==> src/rtl/frame_copy_sequencer_if.sv <==
// Control and RAM-port bundle of the frame copy sequencer.
// The slave modport is the sequencer; the master modport is its environment (control FSM and RAMs).
interface frame_copy_sequencer_if #(
    parameter int ADDR_W = 17,
    parameter int DATA_W = 8
);
    logic              start;
    logic              abort;
    logic              vblank;
    logic [ADDR_W-1:0] src_rd_addr;
    logic [DATA_W-1:0] src_rd_data;
    logic [ADDR_W-1:0] dst_wr_addr;
    logic [DATA_W-1:0] dst_wr_data;
    logic              dst_wren;
    logic              busy;
    logic              done;
    logic              start_err;

    modport slave (
        input  start,
        input  abort,
        input  vblank,
        input  src_rd_data,
        output src_rd_addr,
        output dst_wr_addr,
        output dst_wr_data,
        output dst_wren,
        output busy,
        output done,
        output start_err
    );

    modport master (
        output start,
        output abort,
        output vblank,
        output src_rd_data,
        input  src_rd_addr,
        input  dst_wr_addr,
        input  dst_wr_data,
        input  dst_wren,
        input  busy,
        input  done,
        input  start_err
    );
endinterface

==> src/rtl/frame_copy_sequencer.sv <==
// Streams one frame from a fixed-latency source RAM into display RAM, one pixel per clock,
// optionally deferring the copy to the next vertical-blank rising edge.
module frame_copy_sequencer #(
    parameter int ADDR_W      = 17,
    parameter int DATA_W      = 8,
    parameter int PIXELS      = 76800,
    parameter int RD_LATENCY  = 2,
    parameter int SYNC_VBLANK = 1
) (
    input  logic                  i_clock,
    input  logic                  i_reset_n,
    input  logic                  i_srst,
    frame_copy_sequencer_if.slave bus
);
    localparam logic [1:0] ST_IDLE    = 2'd0;
    localparam logic [1:0] ST_WAIT_VB = 2'd1;
    localparam logic [1:0] ST_STREAM  = 2'd2;
    localparam logic [1:0] ST_DRAIN   = 2'd3;

    localparam logic [ADDR_W-1:0] LAST_ADDR = ADDR_W'(PIXELS - 1);

    logic [1:0]        r_state;
    logic [1:0]        w_state_nxt;
    logic              r_vb_meta;
    logic              r_vb_sync;
    logic              r_vb_prev;
    logic              w_vb_rise;
    logic [ADDR_W-1:0] r_rd_addr;
    logic [RD_LATENCY-1:0] r_pipe_vld;
    logic [ADDR_W-1:0] r_pipe_addr [RD_LATENCY];
    logic              w_pipe_empty;
    logic              w_push;
    logic              w_abort;
    logic              w_done;
    logic              w_start_err;
    logic [ADDR_W-1:0] r_dst_wr_addr;
    logic [DATA_W-1:0] r_dst_wr_data;
    logic              r_dst_wren;
    logic              r_busy;
    logic              r_done;
    logic              r_start_err;

    // vblank crosses from the pixel clock domain: two flops, then a third for edge detect
    always_ff @(posedge i_clock or negedge i_reset_n) begin
        if (!i_reset_n) begin
            r_vb_meta <= 1'b0;
            r_vb_sync <= 1'b0;
            r_vb_prev <= 1'b0;
        end else if (i_srst) begin
            r_vb_meta <= 1'b0;
            r_vb_sync <= 1'b0;
            r_vb_prev <= 1'b0;
        end else begin
            r_vb_meta <= bus.vblank;
            r_vb_sync <= r_vb_meta;
            r_vb_prev <= r_vb_sync;
        end
    end

    assign w_vb_rise    = r_vb_sync & ~r_vb_prev;
    assign w_pipe_empty = ~(|r_pipe_vld);

    // Next-state decode; abort outranks everything once a copy is in flight
    always_comb begin
        w_state_nxt = r_state;
        w_abort     = 1'b0;
        w_done      = 1'b0;
        w_start_err = 1'b0;
        if (r_state == ST_IDLE) begin
            if (bus.start && !bus.abort) begin
                if (SYNC_VBLANK != 0) begin
                    w_state_nxt = ST_WAIT_VB;
                end else begin
                    w_state_nxt = ST_STREAM;
                end
            end else begin
                w_state_nxt = ST_IDLE;
            end
        end else if (bus.abort) begin
            w_abort     = 1'b1;
            w_state_nxt = ST_IDLE;
        end else begin
            w_start_err = bus.start;
            case (r_state)
                ST_WAIT_VB: begin
                    if (w_vb_rise) begin
                        w_state_nxt = ST_STREAM;
                    end else begin
                        w_state_nxt = ST_WAIT_VB;
                    end
                end
                ST_STREAM: begin
                    if (r_rd_addr == LAST_ADDR) begin
                        w_state_nxt = ST_DRAIN;
                    end else begin
                        w_state_nxt = ST_STREAM;
                    end
                end
                ST_DRAIN: begin
                    // empty pipe here means the final write is on the bus this cycle
                    if (w_pipe_empty) begin
                        w_state_nxt = ST_IDLE;
                        w_done      = 1'b1;
                    end else begin
                        w_state_nxt = ST_DRAIN;
                    end
                end
                default: begin
                    w_state_nxt = ST_IDLE;
                end
            endcase
        end
    end

    assign w_push = (r_state == ST_STREAM) && !w_abort;

    // State, status pulses and the read-address counter (saturates at the last pixel)
    always_ff @(posedge i_clock or negedge i_reset_n) begin
        if (!i_reset_n) begin
            r_state     <= ST_IDLE;
            r_rd_addr   <= '0;
            r_busy      <= 1'b0;
            r_done      <= 1'b0;
            r_start_err <= 1'b0;
        end else if (i_srst) begin
            r_state     <= ST_IDLE;
            r_rd_addr   <= '0;
            r_busy      <= 1'b0;
            r_done      <= 1'b0;
            r_start_err <= 1'b0;
        end else begin
            r_state     <= w_state_nxt;
            r_busy      <= (w_state_nxt != ST_IDLE);
            r_done      <= w_done;
            r_start_err <= w_start_err;
            if (w_state_nxt == ST_IDLE) begin
                r_rd_addr <= '0;
            end else if ((r_state == ST_STREAM) && (r_rd_addr != LAST_ADDR)) begin
                r_rd_addr <= r_rd_addr + ADDR_W'(1);
            end else begin
                r_rd_addr <= r_rd_addr;
            end
        end
    end

    // Valid/address delay line matching the source RAM read latency
    always_ff @(posedge i_clock or negedge i_reset_n) begin
        if (!i_reset_n) begin
            r_pipe_vld <= '0;
            for (int i = 0; i < RD_LATENCY; i++) begin
                r_pipe_addr[i] <= '0;
            end
        end else if (i_srst || w_abort) begin
            r_pipe_vld <= '0;
            for (int i = 0; i < RD_LATENCY; i++) begin
                r_pipe_addr[i] <= '0;
            end
        end else begin
            r_pipe_vld[0]  <= w_push;
            r_pipe_addr[0] <= r_rd_addr;
            for (int i = 1; i < RD_LATENCY; i++) begin
                r_pipe_vld[i]  <= r_pipe_vld[i-1];
                r_pipe_addr[i] <= r_pipe_addr[i-1];
            end
        end
    end

    // Registered destination write port, fed by the pipe output and the returning read data
    always_ff @(posedge i_clock or negedge i_reset_n) begin
        if (!i_reset_n) begin
            r_dst_wren    <= 1'b0;
            r_dst_wr_addr <= '0;
            r_dst_wr_data <= '0;
        end else if (i_srst) begin
            r_dst_wren    <= 1'b0;
            r_dst_wr_addr <= '0;
            r_dst_wr_data <= '0;
        end else if (w_abort) begin
            r_dst_wren    <= 1'b0;
            r_dst_wr_addr <= r_dst_wr_addr;
            r_dst_wr_data <= r_dst_wr_data;
        end else if (r_pipe_vld[RD_LATENCY-1]) begin
            r_dst_wren    <= 1'b1;
            r_dst_wr_addr <= r_pipe_addr[RD_LATENCY-1];
            r_dst_wr_data <= bus.src_rd_data;
        end else begin
            r_dst_wren    <= 1'b0;
            r_dst_wr_addr <= r_dst_wr_addr;
            r_dst_wr_data <= r_dst_wr_data;
        end
    end

    assign bus.src_rd_addr = r_rd_addr;
    assign bus.dst_wr_addr = r_dst_wr_addr;
    assign bus.dst_wr_data = r_dst_wr_data;
    assign bus.dst_wren    = r_dst_wren;
    assign bus.busy        = r_busy;
    assign bus.done        = r_done;
    assign bus.start_err   = r_start_err;
endmodule

==> src/flat_wrapper.sv <==
// flat-port wrapper written by rule: the top's interface ports become plain ports
module frame_copy_sequencer_flat 
#(
    parameter int ADDR_W      = 17,
    parameter int DATA_W      = 8,
    parameter int PIXELS      = 76800,
    parameter int RD_LATENCY  = 2,
    parameter int SYNC_VBLANK = 1
)
  (i_clock, i_reset_n, i_srst, bus_start, bus_abort, bus_vblank, bus_src_rd_data, bus_src_rd_addr, bus_dst_wr_addr, bus_dst_wr_data, bus_dst_wren, bus_busy, bus_done, bus_start_err);
  frame_copy_sequencer_if #(.ADDR_W(ADDR_W), .DATA_W(DATA_W)) bus_i ();
  input  logic i_clock;
  input  logic i_reset_n;
  input  logic i_srst;
  input wire logic [$bits(bus_i.start)-1:0] bus_start;
  input wire logic [$bits(bus_i.abort)-1:0] bus_abort;
  input wire logic [$bits(bus_i.vblank)-1:0] bus_vblank;
  input wire logic [$bits(bus_i.src_rd_data)-1:0] bus_src_rd_data;
  output wire logic [$bits(bus_i.src_rd_addr)-1:0] bus_src_rd_addr;
  output wire logic [$bits(bus_i.dst_wr_addr)-1:0] bus_dst_wr_addr;
  output wire logic [$bits(bus_i.dst_wr_data)-1:0] bus_dst_wr_data;
  output wire logic [$bits(bus_i.dst_wren)-1:0] bus_dst_wren;
  output wire logic [$bits(bus_i.busy)-1:0] bus_busy;
  output wire logic [$bits(bus_i.done)-1:0] bus_done;
  output wire logic [$bits(bus_i.start_err)-1:0] bus_start_err;
  assign bus_i.start = bus_start;
  assign bus_i.abort = bus_abort;
  assign bus_i.vblank = bus_vblank;
  assign bus_i.src_rd_data = bus_src_rd_data;
  assign bus_src_rd_addr = bus_i.src_rd_addr;
  assign bus_dst_wr_addr = bus_i.dst_wr_addr;
  assign bus_dst_wr_data = bus_i.dst_wr_data;
  assign bus_dst_wren = bus_i.dst_wren;
  assign bus_busy = bus_i.busy;
  assign bus_done = bus_i.done;
  assign bus_start_err = bus_i.start_err;
  frame_copy_sequencer #(.ADDR_W(ADDR_W), .DATA_W(DATA_W), .PIXELS(PIXELS), .RD_LATENCY(RD_LATENCY), .SYNC_VBLANK(SYNC_VBLANK)) u_core (.i_clock(i_clock), .i_reset_n(i_reset_n), .i_srst(i_srst), .bus(bus_i));
endmodule
==> config.mk <==
export PLATFORM = sky130hd
export DESIGN_NAME = frame_copy_sequencer_flat
export DESIGN_NICKNAME = d
export VERILOG_FILES = /design/src/rtl/frame_copy_sequencer_if.sv /design/src/rtl/frame_copy_sequencer.sv /design/src/flat_wrapper.sv
export SDC_FILE = /design/constraint.sdc
export NUM_CORES = 1
export LEC_CHECK = 0
export ABC_CLOCK_PERIOD_IN_PS = 4430
export CAP_MARGIN = 20
export CORE_MARGIN = 2
export CORE_UTILIZATION = 56
export CTS_CLUSTER_SIZE = 28
export DETAILED_ROUTE_END_ITERATION = 10
export GPL_ROUTABILITY_DRIVEN = 0
export PLACE_DENSITY = 0.82
export SYNTH_ARGS = -nofsm -noshare
export SYNTH_HDL_FRONTEND = slang
export SYNTH_SLANG_ARGS = --single-unit
==> constraint.sdc <==
create_clock -name i_clock -period 4.43 [get_ports i_clock]
set_clock_uncertainty 0.1 [all_clocks]
set_input_delay 0.886 -clock i_clock [delete_from_list [all_inputs] [get_ports i_clock]]
set_output_delay 0.886 -clock i_clock [all_outputs]
set_load 0.02 [all_outputs]
# Yosys cells after proc, flatten, opt, wreduce, memory -nomap -nowiden

Index checks and enable logic that the tools add are counted.

Register bits after elaboration: 87
Bits of input ports: 14
Output and inout bits: 46
Word-level logic and storage cells: 72

$add $sub $neg: 1
Eq/ne operators: 6
Multiplexer cells: 36
Bitwise operators: 2
Reductions and logical operators: 13

Operator list:

| cell                                           | count |
|---|---|
| 2-to-1 mux 17 bit                              | 6 |
| 2-to-1 mux 34 bit                              | 1 |
| 2-to-1 mux 8 bit                               | 3 |
| 2-to-1 mux 1 bit                               | 19 |
| adder 17 x 1 -> 17 bit (second input constant) | 1 |
| == test 17 bit (second input constant)         | 1 |
| inequality test 17 bit (second input constant) | 1 |
| 2-to-1 mux 2 bit                               | 6 |
| case mux 2 bit (3 select lines)                | 1 |
| == test 2 bit (second input constant)          | 2 |
| logical NOT 2 bit                              | 2 |
| nonzero test 2 bit                             | 2 |
| logical AND 1 bit                              | 3 |
| nonzero test 3 bit                             | 1 |
| == test 2 x 1 -> 1 bit (second input constant) | 1 |
| logical NOT 1 bit                              | 2 |
| inequality test 2 bit (second input constant)  | 1 |
| AND reduction 2 bit                            | 1 |
| OR reduction 2 bit                             | 1 |
| AND 1 bit                                      | 1 |
| logical OR 1 bit                               | 1 |
| inverter 1 bit                                 | 1 |

# Longest topological paths before layout

Gate-level depths: netlist of the first run.

Depth after elaboration: 9
Gate-level depth with buffers: 8
Depth with buffers taken out: 7

# Worst setup path after synthesis of the first run

OpenSTA, ideal clock, no wires.

Kind: register -> register
Start point: reg u_core.r_rd_addr[0], in the netlist u_core.bus.src_rd_addr[0]
End point: reg u_core.r_rd_addr[16], in the netlist u_core.bus.src_rd_addr[16]
Setup time: 119 ps
Data arrival time: 1797 ps
Data required time: 4211 ps
Setup slack: 2414 ps
Stages on the path, launching flop included: 8
Path buffers: 1
Clock period less this slack: 2016 ps
Cells stage by stage: dfrtp_1 > ha_1 > nand3b_1 > or3_1 > clkbuf_1 > nor4_1 > xnor2_1 > nor2_1

Longest elaborated chain between the ends: 8
Elaborated cells on any way between the ends: 13
Classes of those cells: add/sub (1); eq/ne (2); mux (7); reduce/logical (3)

Ends and longest elaborated chain:

| what                            | RTL line                    | text |
|---|---|---|
| start: declaration              | frame_copy_sequencer.sv:28  | `logic [ADDR_W-1:0] r_rd_addr;` |
| start signal: assignment        | frame_copy_sequencer.sv:139 | `r_rd_addr <= r_rd_addr + ADDR_W'(1);` |
| start signal: assignment        | frame_copy_sequencer.sv:141 | `r_rd_addr <= r_rd_addr;` |
| == test 17 bit                  | frame_copy_sequencer.sv:93  | `if (r_rd_addr == LAST_ADDR) begin` |
| 2-to-1 mux 1 bit                | frame_copy_sequencer.sv:93  |  |
| case mux 2 bit (3 select lines) | frame_copy_sequencer.sv:84  | `case (r_state)` |
| 2-to-1 mux 2 bit                | frame_copy_sequencer.sv:79  | `end else if (bus.abort) begin` |
| 2-to-1 mux 2 bit                | frame_copy_sequencer.sv:69  | `if (r_state == ST_IDLE) begin` |
| logical NOT 2 bit               | frame_copy_sequencer.sv:136 | `if (w_state_nxt == ST_IDLE) begin` |
| 2-to-1 mux 17 bit               | frame_copy_sequencer.sv:136 |  |
| 2-to-1 mux 17 bit               | frame_copy_sequencer.sv:125 | `end else if (i_srst) begin` |

Parallel ways exist; a longest one is shown, timed or not. The select of a mux whose other input is x is not followed.
A chain may end at the register's enable or synchronous reset.

# Worst setup path in the final report of the first run

Start point: in i_srst
End point: reg u_core.r_dst_wr_data[6], in the netlist u_core.bus.dst_wr_data[6]

Longest elaborated chain between the ends: 2
Elaborated cells on any way between the ends: 4
Classes of those cells: eq/ne (1); mux (1); reduce/logical (2)

Ends and longest elaborated chain:

| what                                                                  | RTL line                    | text |
|---|---|---|
| start: declaration                                                    | flat_wrapper.sv:14          | `input logic i_srst;` |
| inequality test 2 bit (no line) or nonzero test 2 bit (tied branches) | --                          |  |
| AND reduction 2 bit (no line)                                         | --                          |  |
| end signal: assignment                                                | frame_copy_sequencer.sv:181 | `r_dst_wr_data <= r_dst_wr_data;` |
| end signal: assignment                                                | frame_copy_sequencer.sv:185 | `r_dst_wr_data <= bus.src_rd_data;` |
| end signal: assignment                                                | frame_copy_sequencer.sv:189 | `r_dst_wr_data <= r_dst_wr_data;` |
| end: declaration                                                      | frame_copy_sequencer.sv:37  | `logic [DATA_W-1:0] r_dst_wr_data;` |

Parallel ways exist; a longest one is shown, timed or not.

==> summary.md, run 1 <==
| Metric | Value |
|---|---|
| Port buffer count | 59 |
| Peak supply drop | 216 uV |
| Via/cell ratio | 5.43 |
| Synth area leader | dfrtp_1 |
| Final Instance Count excl. Fillers | 394 |
| Clock power share | 39.8% |
| Net Switching | 311 uW |
| Crit path DAT | 2.91 ns |
| Clk slew on worst S/H paths | 0.09 ns |
| Net Sw Frac | 22.2% |
| CP Launch Point | i_srst |
| Max Cap Viol | 0 |
| Pwr per Cell Area | 337 mW/mm^2 |
| Ys async rst share | 100% |
| CP endpoint | u_core.bus.dst_wr_data[6] |
| Top_reg_cell synth | dfrtp_1 |
| GRT Overall Usage | 20.9% |
| Min Tclk post-route | 2.72 ns |
| Critical R2R Launch | u_core.r_state[1] |
| Total number of H-tree levels | 3 |
| CTS tree | done |
| Reg-to-reg slack, setup | 2.02 ns |
| Initial Util | 59.0% |
| Ys Warns | 0 |
| Reg-to-Reg End | u_core.bus.dst_wr_data[6] |
| DR WL/cell | 15.4 um |
| Die width | 80.9 um |
| Syn Inst Count | 258 |
| Clock latency on the worst-skew pair | 0.35 ns |
| Share of cells above drive strength 1 | 9.01% |
| Dpl cells | 377 |
| Nets | 332 |
| Cts bufs inserted | 9 |
| Crit path kind | input port to register |
| Post-CTS Hold Fix Bufs | 0 |
| Core area | 0.00561 mm^2 |
| Total Routed Length | 6.06 mm |
| Filler cell count | 393 |
| Status | finished clean |
| Starting DRT DRC Count | 116 |
| Worst Max-Slew Pin Slew | 1.06 ns |
| DRC viols | 0 |
| Die ar. | 0.00654 mm^2 |
| Seq/Total Area, Yosys | 65.8% |
| Post-synth cell types | 39 |
| Syn_area_per_cell | 12.8 um^2 |
| Sequential share of power | 56.8% |
| Pins Over Slew Limit | 0 |
| Via count | 2138 |
| Syn Nets | 273 |
| Area grow syn2layout | 25.7% |
| Period utilisation layout | 61.5% |
| R2R depth | 5 |
| Share of the synthesized area in the top cell type | 65.8% |
| Number of global-route vias before repair | 2055 |
| Post-CTS resize count | 0 |
| Number of enable flip-flop cells after synthesis | 0 |
| Post-DP HPWL | 3.89 mm |
| Final setup vio count | 0 |
| Startpoint types | input port |
| Setup TNS | 0 ns |
| CTS max path bufs | 2 |
| CTS Sinks | 87 |
| Worst Setup End Kind | register |
| Post-CTS Setup Inserts | 0 |
| N_diodes | 0 |
| DR pass1 iterations | 4 |
| Synth top area cells | dfrtp_1 (66%), and2_1 (7.0%), a22o_1 (6.6%) |
| Seq cells post-synth | 87 |
| Num rows | 27 |
| Pleak | 0.00190 uW |
| Commonest non-fill, non-tap cell in the layout | dfrtp_1 |
| Largest net degree at the start of global routing | 88 |
| Post-route antenna net violation count | 0 |
| Final hold vios | 0 |
| Initial antenna violation count | 0 |
| GRT overflow | 0 |
| Maximum clock frequency | 367 MHz |
| Cell Area, Synth | 0.00331 mm^2 |
| P_int | 1090 uW |
| RSZ-0062 raised after global routing | no |
| HP Class | input port to asynchronous set/reset pin |
| Clock Tree Root | clkbuf_8 |
| Comb pwr share | 3.5% |
| Io pins | 60 |
| Die Span Y | 80.9 um |
| Max FO, Critical Path | 36 |
| Most frequent cells in the layout | dfrtp_1 (87), clkdlybuf4s50_1 (58), and2_1 (37) |
| First-pass GRT wire length | 10.1 mm |
| Req. time, crit path | 4.62 ns |
| Worst slew margin | 29.4% |
==> metal layers <==
metal / global-route usage [%] / part of all wire [%]
met1: 28.6 / 44
met2: 31.7 / 50
met3: 4.33 / 3.9
met4: 10.8 / 2.1
met5: 0 / 0
==> logic make-up (layout without fill, tap and decap cells) <==
kind of cell | Yosys count | after routing | synth area share, %
AO/OA/AOI/OAI | 38 | 38 | 9.45
XOR/XNOR | 12 | 12 | 3.18
adder cells (fa/ha/maj) | 1 | 1 | 0.378
buffers and inverters | 15 | 79 | 2.38
flip-flops | 87 | 87 | 65.8
AND/OR/NAND/NOR | 105 | 105 | 18.8
==> power by group through the flow <==
stage | logic [uW] | registers (uW) | clock network (uW)
2_1_floorplan | 15.1 | 813 | 0
3_3_place_gp | 44.6 | 812 | 0
3_5_place_dp | 46.1 | 812 | 0
4_1_cts | 46.5 | 796 | 571
5_1_grt | 54.8 | 797 | 605
6_report | 48.7 | 796 | 558
==> worst min-delay path by stage <==
stage                      startpoint                   endpoint  slack, ns  cells past startpoint
4_1_cts        u_core.r_pipe_addr[29]     u_core.r_pipe_addr[12]       0.35                      1
6_report                    i_reset_n  u_core.bus.dst_wr_addr[1]       0.26                      1
5_1_grt                     i_reset_n  u_core.bus.dst_wr_addr[1]       0.25                      1
3_5_place_dp   u_core.r_pipe_addr[21]      u_core.r_pipe_addr[4]       0.33                      1
3_3_place_gp   u_core.r_pipe_addr[17]      u_core.r_pipe_addr[0]       0.33                      1
2_1_floorplan  u_core.r_pipe_addr[17]      u_core.r_pipe_addr[0]       0.33                      1
==> synthesized netlist by cell type, types with 2 or more instances <==
master     n
dfrtp_1   87
and2_1    37
a22o_1    25
nor2_1    19
nand2_1    9
clkbuf_1   8
nand3_1    7
xnor2_1    7
and4_1     5
nor3_1     5
xor2_1     5
nand4_1    4
nor2b_1    4
a21oi_1    3
buf_2      3
and3_1     2
and4bb_2   2
nand4b_1   2
nor4_1     2
o21ai_0    2
or2_2      2
==> sequential cells by signal, indices dropped and copies added (netlist names) <==
register                flops
u_core.bus.busy             1
u_core.bus.done             1
u_core.bus.dst_wr_addr     17
u_core.bus.dst_wr_data      8
u_core.bus.dst_wren         1
u_core.bus.src_rd_addr     17
u_core.bus.start_err        1
u_core.r_pipe_addr         34
u_core.r_pipe_vld           2
u_core.r_state              2
u_core.r_vb_meta            1
u_core.r_vb_prev            1
u_core.r_vb_sync            1
==> final cells by class <==
class                           instances  area, um^2  area share (%)
Tap cell                               72        90.1            2.16
Clock buffer                           10         138            3.31
Timing Repair Buffer                   61         623            15.0
Sequential cell                        87        2180            52.3
Clock inverter                          6        68.8            1.65
Inverter                                2        7.51           0.180
Multi-Input combinational cell        156        1060            25.4
==> critical path, cell delays in order <==
cell	delay, ns
clkdlybuf4s50_1	0.54
a21oi_2	0.17
buf_4	0.28
and2_1	0.75
a22o_1	0.27
==> stage by stage <==
stage	instance area (um^2)	setup slack [ns]	power (uW)	hold WS, ns	util (%)
finish	4160	1.71	1400	0.261	74.2
global placement	3930	1.46	857	0.330	70.0
detailed placement	3930	1.34	858	0.333	70.0
CTS	4130	1.72	1410	0.350	73.7
floorplan	3310	2.41	828	0.328	-
global route	4160	1.51	1460	0.246	74.2
Power figures use the tool's default switching activity.
==> run 2, diff against run 1 <==
- ABC_CLOCK_PERIOD_IN_PS: 4430 -> 2300
- CORE_UTILIZATION: 56 -> 47
- PLACE_DENSITY: 0.82 -> 0.74
- clock period: 4.43 -> 2.3 ns (I/O delays scaled with it)
==> run 2 against run 1 <==
Against the previous run:
- sequential share of layout area fell by 1.5 points
- sequential cell count unchanged
- sequential power increased by 92%
- worst setup slack worse by 1.5 ns
- worst hold slack better by 0.090 ns
- combinational power grew 100%
- die area is 18% higher
- clock power rose by 92%
- core utilization decreased by 11 points
- global-route usage is 3.4 points lower
- largest power group unchanged
==> summary.md, run 2 (synthesis gave the netlist of run 1 again) <==
| Metric | Value |
|---|---|
| Status | finished clean |
| Worst Setup End Kind | primary output |
| Period utilisation layout | 92.5% |
| WP buf/inv | 1 (-1) |
| GR Util met2 | 27.3% (-4.4 points) |
| Grt peak-use layer | met2 |
| Post-DP HPWL | 4.09 mm (+4.9%) |
| Largest net degree at the start of global routing | 45 (-49%) |
| Net Sw Frac | 22.9% (+0.74 points) |
| Total Routed Length | 6.05 mm (-0.16%) |
| Post-route antenna net violation count | 0 (unchanged) |
| Final hold vios | 0 (unchanged) |
| CTS Sinks | 87 (unchanged) |
| Via/cell ratio | 5.04 (-7.1%) |
| Initial Util | 48.7% (-10 points) |
| Crit path max-delay cell type | clkdlybuf4s50_1 |
| Final Cell Area | 0.00429 mm^2 (+3.0%) |
| Min Tclk post-route | 2.13 ns |
| Worst Max-Slew Pin Slew | 0.541 ns (-0.518 ns) |
| Final setup vio count | 0 (unchanged) |
| Dpl cells | 413 (+9.5%) |
| Post-CTS resize count | 0 (unchanged) |
| HP Class | register to register |
| PnR worst setup slack | 0.173 ns (-1.53 ns) |
| Io pins | 60 (unchanged) |
| Max reg flops | 34 (unchanged) |
| Clock Tree Root | clkbuf_8 |
| Starting DRT DRC Count | 108 (-6.9%) |
| Num rows | 30 (+11%) |
| N_diodes | 0 (unchanged) |
| Area grow syn2layout | 29.5% |
| Worst-path cell chain | clkdlybuf4s50_1 |
| Maximum clock frequency | 470 MHz |
| Share of cells above drive strength 1 | 12.0% (+3.0 points) |
| DP Area | 0.00407 mm^2 (+3.7%) |
| Max Cap Viol | 0 (unchanged) |
| Crit path DAT | 1.57 ns (-1.34 ns) |
| Max FO, Critical Path | 8 (-78%) |
| Startpoint types | register |
| Net Switching | 619 uW (+99%) |
| Total number of H-tree levels | 3 (unchanged) |
| Setup TNS | 0 ns (unchanged) |
| GRT Overall Usage | 17.4% (-3.4 points) |
| P_int | 2080 uW (+91%) |
| Comb pwr share | 3.6% (about the same) |
| Post-CTS Setup Inserts | 0 (unchanged) |
| GRT overflow | 0 (unchanged) |
| Via count | 2168 (+1.4%) |
| DR pass1 iterations | 4 (unchanged) |
| Die Span Y | 87.9 um (+8.7%) |
| Peak supply drop | 321 uV (+48%) |
| Initial antenna violation count | 0 (unchanged) |
| Clk slew on worst S/H paths | 0.09 ns (about the same) |
| GR Util met1 | 22.5% (-6.2 points) |
| Sequential share of power | 56.8% (about the same) |
| Core area | 0.00679 mm^2 (+21%) |
| Critical Path Max Stage Delay | 0.67 ns (-0.08 ns) |
| Die width | 87.9 um (+8.7%) |
| Number of global-route vias before repair | 2128 (+3.6%) |
| Req. time, crit path | 1.74 ns (-2.88 ns) |
| Crit path kind | register to primary output |
| Nets | 344 (+3.6%) |
| DR WL/cell | 14.1 um (-8.5%) |
| Clock power share | 39.5% (-0.3 points) |
| Pwr per Cell Area | 630 mW/mm^2 (+87%) |
| Top delay family on crit path | buffers and inverters |
| Clock latency on the worst-skew pair | 0.36 ns (about the same) |
| DRC viols | 0 (unchanged) |
| Pins Over Slew Limit | 0 (unchanged) |
| Most flop-heavy register | u_core.r_pipe_addr |
| Cts bufs inserted | 9 (unchanged) |
| RSZ-0062 raised after global routing | no |
| First-pass GRT wire length | 10.1 mm (+0.21%) |
| CTS tree | done |
| Worst slew margin | 64.0% (+35 points) |
| Post-CTS Hold Fix Bufs | 1 (+1) |
| Pleak | 0.00195 uW (+2.6%) |
| Most frequent cells in the layout | dfrtp_1 (87), clkdlybuf4s50_1 (58), and2_1 (37) |
| Final Instance Count excl. Fillers | 430 (+9.1%) |
| Port buffer count | 59 (unchanged) |
| Pre-CTS WS | 0.169 ns (-1.17 ns) |
| Commonest non-fill, non-tap cell in the layout | dfrtp_1 |
| CTS max path bufs | 2 (unchanged) |
| Die ar. | 0.00773 mm^2 (+18%) |
| Met3 usage | 4.71% (+0.38 points) |
| Hold slack | 0.351 ns (+0.0897 ns) |
## run 2: cell types whose count changed in the layout (fill, tap and decap cells not counted)
cell and delta:
clkinvlp_4 +2, buf_12 +2, dlygate4sd3_1 +1, buf_4 +10, inv_6 +1, clkinv_2 -1
buf_16 -1, clkinv_4 -1, clkbuf_8 -1
## run 2: path summary, 6_finish.rpt
check                                            end                        from  slack (ns)  cells past startpoint
max                              bus_src_rd_addr[12]  u_core.bus.src_rd_addr[12]        0.17                      1
min                            u_core.r_pipe_addr[6]      u_core.r_pipe_addr[23]        0.35                      1
max reg2reg                u_core.bus.src_rd_addr[1]  u_core.bus.src_rd_addr[15]        0.27                      6
min reg2reg                    u_core.r_pipe_addr[6]      u_core.r_pipe_addr[23]        0.35                      1
max in group asynchronous     u_core.r_pipe_addr[19]                   i_reset_n        1.01                      3
min in group asynchronous  u_core.bus.dst_wr_addr[3]                   i_reset_n        0.52                      2
## run 2: power by group through the flow
stage | sequential, uW | clock, uW | combinational, uW
after floorplan | 1570 | 0 | 29.1
after global placement | 1560 | 0 | 98.3
after detailed placement | 1560 | 0 | 100
after CTS | 1530 | 1090 | 102
after global routing | 1530 | 1160 | 112
final | 1530 | 1070 | 98.1
## run 2: layer usage
metal | routed length [um] | part of all wire [%]
met4 | 126 | 2.1
met2 | 2850 | 47
met3 | 307 | 5.1
met5 | 0 | 0
met1 | 2770 | 46
## run 2: final cells by class
| class | instances | area, um^2 |
|---|---|---|
| multi-input cells | 156 | 1060 |
| fillers | 540 | 2510 |
| well taps | 96 | 120 |
| clock inverters | 7 | 78.8 |
| clock buffers | 9 | 124 |
| inverters | 2 | 7.51 |
| flip-flops and latches | 87 | 2180 |
| repair buffers | 73 | 721 |
## run 2: stage by stage
stage / power, uW / util, %
6_report: 2700 / 63.1
5_1_grt: 2810 / 63.1
4_1_cts: 2730 / 63.1
3_5_place_dp: 1660 / 59.9
3_3_place_gp: 1660 / 59.9
2_1_floorplan: 1600 / -
==> run 3, diff against run 2 <==
- CTS_CLUSTER_SIZE: 28 -> 24
==> results of run 3 <==
Final layout, timing and power as in run 2 (identical DEF).
